$ cat config.mk
export PLATFORM = sky130hd
export DESIGN_NAME = time_keeper
export DESIGN_NICKNAME = d
export VERILOG_FILES = /design/src/rtl/time_keeper.sv
export SDC_FILE = /design/constraint.sdc
export NUM_CORES = 1
export LEC_CHECK = 0
export ABC_AREA = 1
export CAP_MARGIN = 20
export CELL_PAD_IN_SITES_DETAIL_PLACEMENT = 0
export CELL_PAD_IN_SITES_GLOBAL_PLACEMENT = 1
export CORE_MARGIN = 4
export CORE_UTILIZATION = 36
export CTS_CLUSTER_SIZE = 12
export DETAILED_ROUTE_END_ITERATION = 10
export PLACE_DENSITY_LB_ADDON = 0.1
export SYNTH_ARGS = -nofsm -noshare
export SYNTH_HDL_FRONTEND = slang
export SYNTH_SLANG_ARGS = --single-unit
export TNS_END_PERCENT = 100
$ cat constraint.sdc
create_clock -name px_clk -period 1.92 [get_ports px_clk]
set_input_delay 0.384 -clock px_clk [delete_from_list [all_inputs] [get_ports px_clk]]
set_output_delay 0.384 -clock px_clk [all_outputs]
set_load 0.01 [all_outputs]
$ cat src/rtl/time_keeper.sv
// -----------------------------------------------------------------------------
// time_keeper
//
// Time-of-day core for the VGA clock. A free-running prescaler produces a
// one-cycle 1 Hz strobe. The strobe and the three adjust-button pulses are
// latched as pending requests. A fixed-priority arbiter applies at most one
// request per cycle to the live BCD hh:mm:ss registers. The renderer sees a
// snapshot of those registers that only reloads on frame_start, so digits never
// change in the middle of a frame.
//
// Ports
//   px_clk         pixel clock, rising edge
//   reset          synchronous, active-high
//   adj_sec_pulse  one-cycle request: +1 on the seconds field (no carry)
//   adj_min_pulse  one-cycle request: +1 on the minutes field (no carry)
//   adj_hrs_pulse  one-cycle request: +1 on the hours field
//   frame_start    one-cycle pulse at pixel (0,0); reloads the snapshot
//   sec_strobe     one-cycle pulse in the prescaler wrap cycle
//   hrs_d/hrs_u    hours tens/units snapshot
//   min_d/min_u    minutes tens/units snapshot
//   sec_d/sec_u    seconds tens/units snapshot
// -----------------------------------------------------------------------------
module time_keeper #(
    parameter int TICKS_PER_SEC = 31_500_000,
    parameter int CNT_W         = $clog2(TICKS_PER_SEC)
) (
    input  logic       px_clk,
    input  logic       reset,
    input  logic       adj_sec_pulse,
    input  logic       adj_min_pulse,
    input  logic       adj_hrs_pulse,
    input  logic       frame_start,
    output logic       sec_strobe,
    output logic [1:0] hrs_d,
    output logic [3:0] hrs_u,
    output logic [2:0] min_d,
    output logic [3:0] min_u,
    output logic [2:0] sec_d,
    output logic [3:0] sec_u
);

    localparam logic [CNT_W-1:0] CNT_LAST = CNT_W'(TICKS_PER_SEC - 1);
    localparam logic [6:0]       BCD_59   = {3'd5, 4'd9};
    localparam logic [5:0]       BCD_23   = {2'd2, 4'd3};

    // Pending-request bit positions, in descending priority.
    localparam int P_TICK = 0;
    localparam int P_SEC  = 1;
    localparam int P_MIN  = 2;
    localparam int P_HRS  = 3;

    logic [CNT_W-1:0] r_cnt;
    logic [3:0]       r_pend;
    logic [6:0]       r_sec;      // {tens[2:0], units[3:0]}
    logic [6:0]       r_min;      // {tens[2:0], units[3:0]}
    logic [5:0]       r_hrs;      // {tens[1:0], units[3:0]}

    logic [1:0]       r_hrs_d_snap;
    logic [3:0]       r_hrs_u_snap;
    logic [2:0]       r_min_d_snap;
    logic [3:0]       r_min_u_snap;
    logic [2:0]       r_sec_d_snap;
    logic [3:0]       r_sec_u_snap;

    logic             w_wrap;
    logic [3:0]       w_req;
    logic [3:0]       w_grant;
    logic [3:0]       w_pend_nxt;
    logic [6:0]       w_sec_nxt;
    logic [6:0]       w_min_nxt;
    logic [5:0]       w_hrs_nxt;

    // BCD 00..59 increment, wrapping 59 -> 00.
    function automatic logic [6:0] f_inc60(input logic [6:0] v);
        logic [6:0] r;
        if (v[3:0] == 4'd9) begin
            if (v[6:4] == 3'd5) r = 7'd0;
            else                r = {v[6:4] + 3'd1, 4'd0};
        end else begin
            r = {v[6:4], v[3:0] + 4'd1};
        end
        return r;
    endfunction

    // BCD 00..23 increment: 09 -> 10, 19 -> 20, 23 -> 00.
    function automatic logic [5:0] f_inc24(input logic [5:0] v);
        logic [5:0] r;
        if (v == BCD_23)            r = 6'd0;
        else if (v[3:0] == 4'd9)    r = {v[5:4] + 2'd1, 4'd0};
        else                        r = {v[5:4], v[3:0] + 4'd1};
        return r;
    endfunction

    assign w_wrap     = (r_cnt == CNT_LAST);
    assign sec_strobe = w_wrap;
    assign w_req      = {adj_hrs_pulse, adj_min_pulse, adj_sec_pulse, w_wrap};

    // Fixed-priority one-hot grant over the pending bits.
    always_comb begin
        w_grant = 4'b0000;
        if (r_pend[P_TICK])     w_grant[P_TICK] = 1'b1;
        else if (r_pend[P_SEC]) w_grant[P_SEC]  = 1'b1;
        else if (r_pend[P_MIN]) w_grant[P_MIN]  = 1'b1;
        else if (r_pend[P_HRS]) w_grant[P_HRS]  = 1'b1;
    end

    // Clearing the serviced bit before OR-ing in new requests keeps a request
    // that arrives in its own service cycle; repeats on a waiting bit merge.
    assign w_pend_nxt = (r_pend & ~w_grant) | w_req;

    always_comb begin
        w_sec_nxt = r_sec;
        w_min_nxt = r_min;
        w_hrs_nxt = r_hrs;
        if (w_grant[P_TICK]) begin
            // Full carry chain: only the tick ripples into higher fields.
            w_sec_nxt = f_inc60(r_sec);
            if (r_sec == BCD_59) begin
                w_min_nxt = f_inc60(r_min);
                if (r_min == BCD_59) begin
                    w_hrs_nxt = f_inc24(r_hrs);
                end
            end
        end else if (w_grant[P_SEC]) begin
            w_sec_nxt = f_inc60(r_sec);
        end else if (w_grant[P_MIN]) begin
            w_min_nxt = f_inc60(r_min);
        end else if (w_grant[P_HRS]) begin
            w_hrs_nxt = f_inc24(r_hrs);
        end
    end

    always_ff @(posedge px_clk) begin
        if (reset) begin
            r_cnt        <= '0;
            r_pend       <= 4'b0000;
            r_sec        <= 7'd0;
            r_min        <= 7'd0;
            r_hrs        <= 6'd0;
            r_hrs_d_snap <= 2'd0;
            r_hrs_u_snap <= 4'd0;
            r_min_d_snap <= 3'd0;
            r_min_u_snap <= 4'd0;
            r_sec_d_snap <= 3'd0;
            r_sec_u_snap <= 4'd0;
        end else begin
            r_cnt  <= w_wrap ? '0 : r_cnt + CNT_W'(1);
            r_pend <= w_pend_nxt;
            r_sec  <= w_sec_nxt;
            r_min  <= w_min_nxt;
            r_hrs  <= w_hrs_nxt;
            // Snapshot takes the pre-update live value of this cycle.
            if (frame_start) begin
                r_hrs_d_snap <= r_hrs[5:4];
                r_hrs_u_snap <= r_hrs[3:0];
                r_min_d_snap <= r_min[6:4];
                r_min_u_snap <= r_min[3:0];
                r_sec_d_snap <= r_sec[6:4];
                r_sec_u_snap <= r_sec[3:0];
            end
        end
    end

    assign hrs_d = r_hrs_d_snap;
    assign hrs_u = r_hrs_u_snap;
    assign min_d = r_min_d_snap;
    assign min_u = r_min_u_snap;
    assign sec_d = r_sec_d_snap;
    assign sec_u = r_sec_u_snap;

endmodule

== After elaboration in Yosys (flattened, before gate mapping) ==
Index checks and enable logic that the tools add are counted.

* Bits of input ports: 6
* Flip-flop bits (word level): 69
* Output and inout port bits: 21

* Add/subtract/negate cells: 7
* Bitwise operators: 3
* Reduce and logical (&&, ||, !) cells: 6
* Multiplexer cells: 25
* Equal/unequal tests: 13

{| class="wikitable"
|+ Operators with widths
! cell !! count
|-
| $mux 7 || 10
|-
| $mux 6 || 8
|-
| $add 25x1->25 const B || 1
|-
| $eq 25x25->1 const B || 1
|-
| $eq 7x7->1 const B || 2
|-
| $add 4x1->4 const B || 3
|-
| $eq 4x4->1 const B || 3
|-
| $add 3x1->3 const B || 2
|-
| $eq 3x3->1 const B || 2
|-
| $eq 6x6->1 const B || 1
|-
| $reduce_bool 2->1 || 3
|-
| $mux 1 || 5
|-
| $reduce_and 5->1 || 1
|-
| $and 4x4->4 || 1
|-
| $ne 2x1->1 const B || 2
|-
| $ne 2x2->1 const B || 2
|-
| $not 4->4 || 1
|-
| $or 4x4->4 || 1
|-
| $mux 3 || 1
|-
| $reduce_and 3->1 || 1
|-
| $add 2x1->2 const B || 1
|-
| $mux 2 || 1
|-
| $reduce_or 2->1 || 1
|}

== Logic depth before layout (Yosys ltp) ==
* Word-level depth: 8
* Gate-level depth with buffers: 10

== Least setup slack after synthesis ==
Ideal clock, no wire load.

* Path kind: flip-flop to flip-flop
* From: reg r_cnt[0]
* To: reg r_cnt[11]
* Data required time: 1806 ps
* Arrival time: 1258 ps
* Cell stages (with the launch flop): 10
* Slack: 547 ps
* Period minus slack after synthesis: 1373 ps
* Cells stage by stage: dfxtp_1 ha_1 nand2_1 nor2_2 nand4_1 nor2_1 nand2_1 nand2_4 buf_6 nor2_1

* Longest elaborated chain between the ends: 2
* Elaborated cells on any way between the ends: 3

{| class="wikitable"
|+ Ends and longest elaborated chain
! item !! RTL line !! text
|-
| from (decl) || 52 || <nowiki>logic [CNT_W-1:0] r_cnt;</nowiki>
|-
| from (signal assigned) || 147 || <nowiki>r_cnt <= w_wrap ? '0 : r_cnt + CNT_W'(1);</nowiki>
|-
| parallel branches: the longest is 2 deep, another holds $add 25x1->25 || - ||
|}

Parallel ways; which one is timed is not known.
A chain may end at the register's enable or synchronous reset.

== Final worst setup path ==
* From: reg r_cnt[21]
* To: out sec_strobe

* Longest elaborated chain between the ends: 1

{| class="wikitable"
|+ Ends and longest elaborated chain
! item !! RTL line !! text
|-
| $eq 25x25->1 || 94 || <nowiki>assign w_wrap = (r_cnt == CNT_LAST);</nowiki>
|-
| to (decl) || 33 || <nowiki>output logic sec_strobe,</nowiki>
|}

No other way between the ends.

==> results.ini <==
[pwr]
ir_worst_vdd_uv=379.5
p_per_area_nw_per_um2=779.4
p_leak_uw=0.001549
report.power.total_uw=3141

[hold_path]
min_path_type=register to register

[cts]
root_buffer=clkbuf_8
cts.sinks=69
clk_pin_slew_ns=0.07
cts_made_buffers=9
cts_buffer_depth=2
clk_latency_ns=0.35
tritoncts=built
htree_levels=3
cts-hold-fix-buffers=0

[detailed_routing]
vias=2963
routed_wl_um=7816
drcViolationCount=0
ant_nets=0
drt_iter0_markers=108
wire_per_inst_um=12.57
first_pass_iters=4
viasPerCell=4.764

[yosys]
yosys_register_bits=69
synth_nets=458
synth.avg_cell_area_um2=7.049
yosysWarnings=0
postSynthCellCount=448
yosysUniqueCellTypes=31
synth.cell_area_um2=3158
seq_area_frac_synth_pct=43.74

[sta]
finalMaxSlewViolations=0
setup_viol=0
maxSlewHeadroom_pct=78.17
tns_ns=0
clock_skew_ns=0.01311
clock.fmax_ghz=0.5469
worst_slew_pin_slew_ns=0.3249
period_minus_slack_ns=1.829
rsz0062_at_grt=true
final-hold-violation-count=0
fin_crit_sh_pct=95.24

[grt]
grt_max_degree=26
antenna_found_initial=0
grt_use_total_pct=16.30
grt_pass1_wl_um=13170
grt_pass1_vias=2790
overflow=0

[floorplan]
coreArea_um2=8382
die_h_um=101.7
start_util_pct=37.68
rows=33
io_pins=27
die-area_um2=10330
die_w_um=101.7

[layout]
drive_gt1_share_pct=18.38
layout_commonest_cell=nand2_1
nets=523
layout_common_cells=91 x nand2_1, 79 x nor2_1, 62 x dfxtp_1
antennaDiodeCount=0
area_growth_pct=27.62

[critical_path]
critPathMaxStageDelay_ns=0.34
end_kind=primary output
worstPathMaxFanout=2
slowest_stage=dfxtp_2
startpoint_type=register
path_cells=inv_2, nor2_1, nand3_1, nor3_2, nand4_1, inv_1, buf_2
cp_data_arrival_time_ns=1.44
rrSetupSlack_ns=0.37
worst-setup-path-type=register to primary output
crit_required_ns=1.54

[place]
hpwl_um=5801
io_buffers=26
gp_congestion=0.8799

[status]
status=finished, final reports clean

[job]
cap_violations=0

==> report_power, final <==
| part | switching, uW | leakage, uW | internal [uW] |
|---|---|---|---|
| registers | 25.5 | 0.000565 | 1470 |
| clock network | 585 | 0.000116 | 858 |
| logic | 109 | 0.000868 | 92.6 |
| total | 720 | 0.00155 | 2420 |
==> stage by stage <==
step / hold slack [ns] / instances / utilization, % / setup WS, ns / cell area (um^2)
2_1_floorplan: 0.4286 / 448 / - / 0.5473 / 3158
3_3_place_gp: 0.4471 / 606 / 44.99 / -0.01607 / 3771
3_5_place_dp: 0.4551 / 606 / 44.99 / -0.02533 / 3771
4_1_cts: 0.4665 / 621 / 47.83 / 0.01996 / 4009
5_1_grt: 0.5078 / 622 / 48.08 / -0.01425 / 4030
6_report: 0.4647 / 622 / 48.08 / 0.09141 / 4030
==> flip-flops by register name, summed over array words and instances, names as in the netlist <==
register / cells
hrs_u: 4
r_hrs: 6
r_sec: 7
r_min: 7
r_cnt: 25
min_u: 4
sec_d: 3
sec_u: 4
min_d: 3
r_pend: 4
hrs_d: 2
==> critical path, delay by kind of cell, from the launching register on <==
kind / cells / cell delay [ns]
AND/OR/NAND/NOR: 4 / 0.53
buffers and inverters: 3 / 0.23
flip-flops: 1 / 0.34
==> area by class of cell <==
cell class / instances / area, um^2
fillers: 876 / 4352
repair buffers: 63 / 533.0
clock inverters: 6 / 111.4
inverters: 50 / 187.7
multi-input cells: 320 / 1553
flip-flops and latches: 69 / 1390
clock buffers: 9 / 123.9
well taps: 105 / 131.4
==> cell usage after synthesis (all sizes together) <==
| cell | instances | area, um^2 |
|---|---|---|
| nor3 | 10 | 55.05 |
| or2 | 2 | 12.52 |
| o21ai | 36 | 183.9 |
| and3 | 1 | 6.260 |
| nand2 | 100 | 405.4 |
| xor2 | 7 | 61.31 |
| clkinv | 1 | 3.750 |
| xnor2 | 2 | 17.52 |
| nor4 | 2 | 12.51 |
| ha | 4 | 50.05 |
| buf | 2 | 22.52 |
| nand3 | 19 | 110.1 |
| a21oi | 40 | 200.2 |
| a211oi | 1 | 7.510 |
| inv | 49 | 183.9 |
| nor2 | 87 | 356.6 |
| nand4 | 5 | 31.28 |
| o21bai | 1 | 7.510 |
| nand3b | 3 | 22.52 |
| clkbuf | 7 | 26.28 |
| dfxtp | 69 | 1381 |
==> worst paths after layout <==
| path | startpoint | end | cells after the start |
|---|---|---|---|
| worst max-delay path | r_cnt[21] | sec_strobe | 7 |
| worst min-delay path | r_cnt[24] | r_cnt[24] | 2 |
| worst max register to register | r_cnt[1] | r_cnt[14] | 8 |
| worst min register to register | r_cnt[24] | r_cnt[24] | 2 |
==> cell families (layout without fill, tap and decap cells) <==
family                   count (synthesis)  in the layout  share of synthesized area (%)
AO/OA/AOI/OAI                           78             78                          12.64
adder cells (fa/ha/maj)                  4              4                          1.585
buffers and inverters                   59            128                          7.488
flip-flops                              69             69                          43.74
XOR/XNOR                                 9              9                          2.496
AND/OR/NAND/NOR                        229            229                          32.05
==> routing by layer <==
metal / share of wire, % / global-route usage (%) / vias to the layer above
li1: - / - / 1566
met1: 52 / 22.77 / 1347
met2: 43 / 24.45 / 43
met3: 3.8 / 3.099 / 7
met4: 1.0 / 7.157 / 0
met5: 0 / 0 / -
==> repair_timing <==
action	CTS	global route
buffers inserted	0	1
pin swaps	2	3
gates resized for setup	7	15
endpoints found under the setup margin	1	1
(Power assumes the default switching activity.)
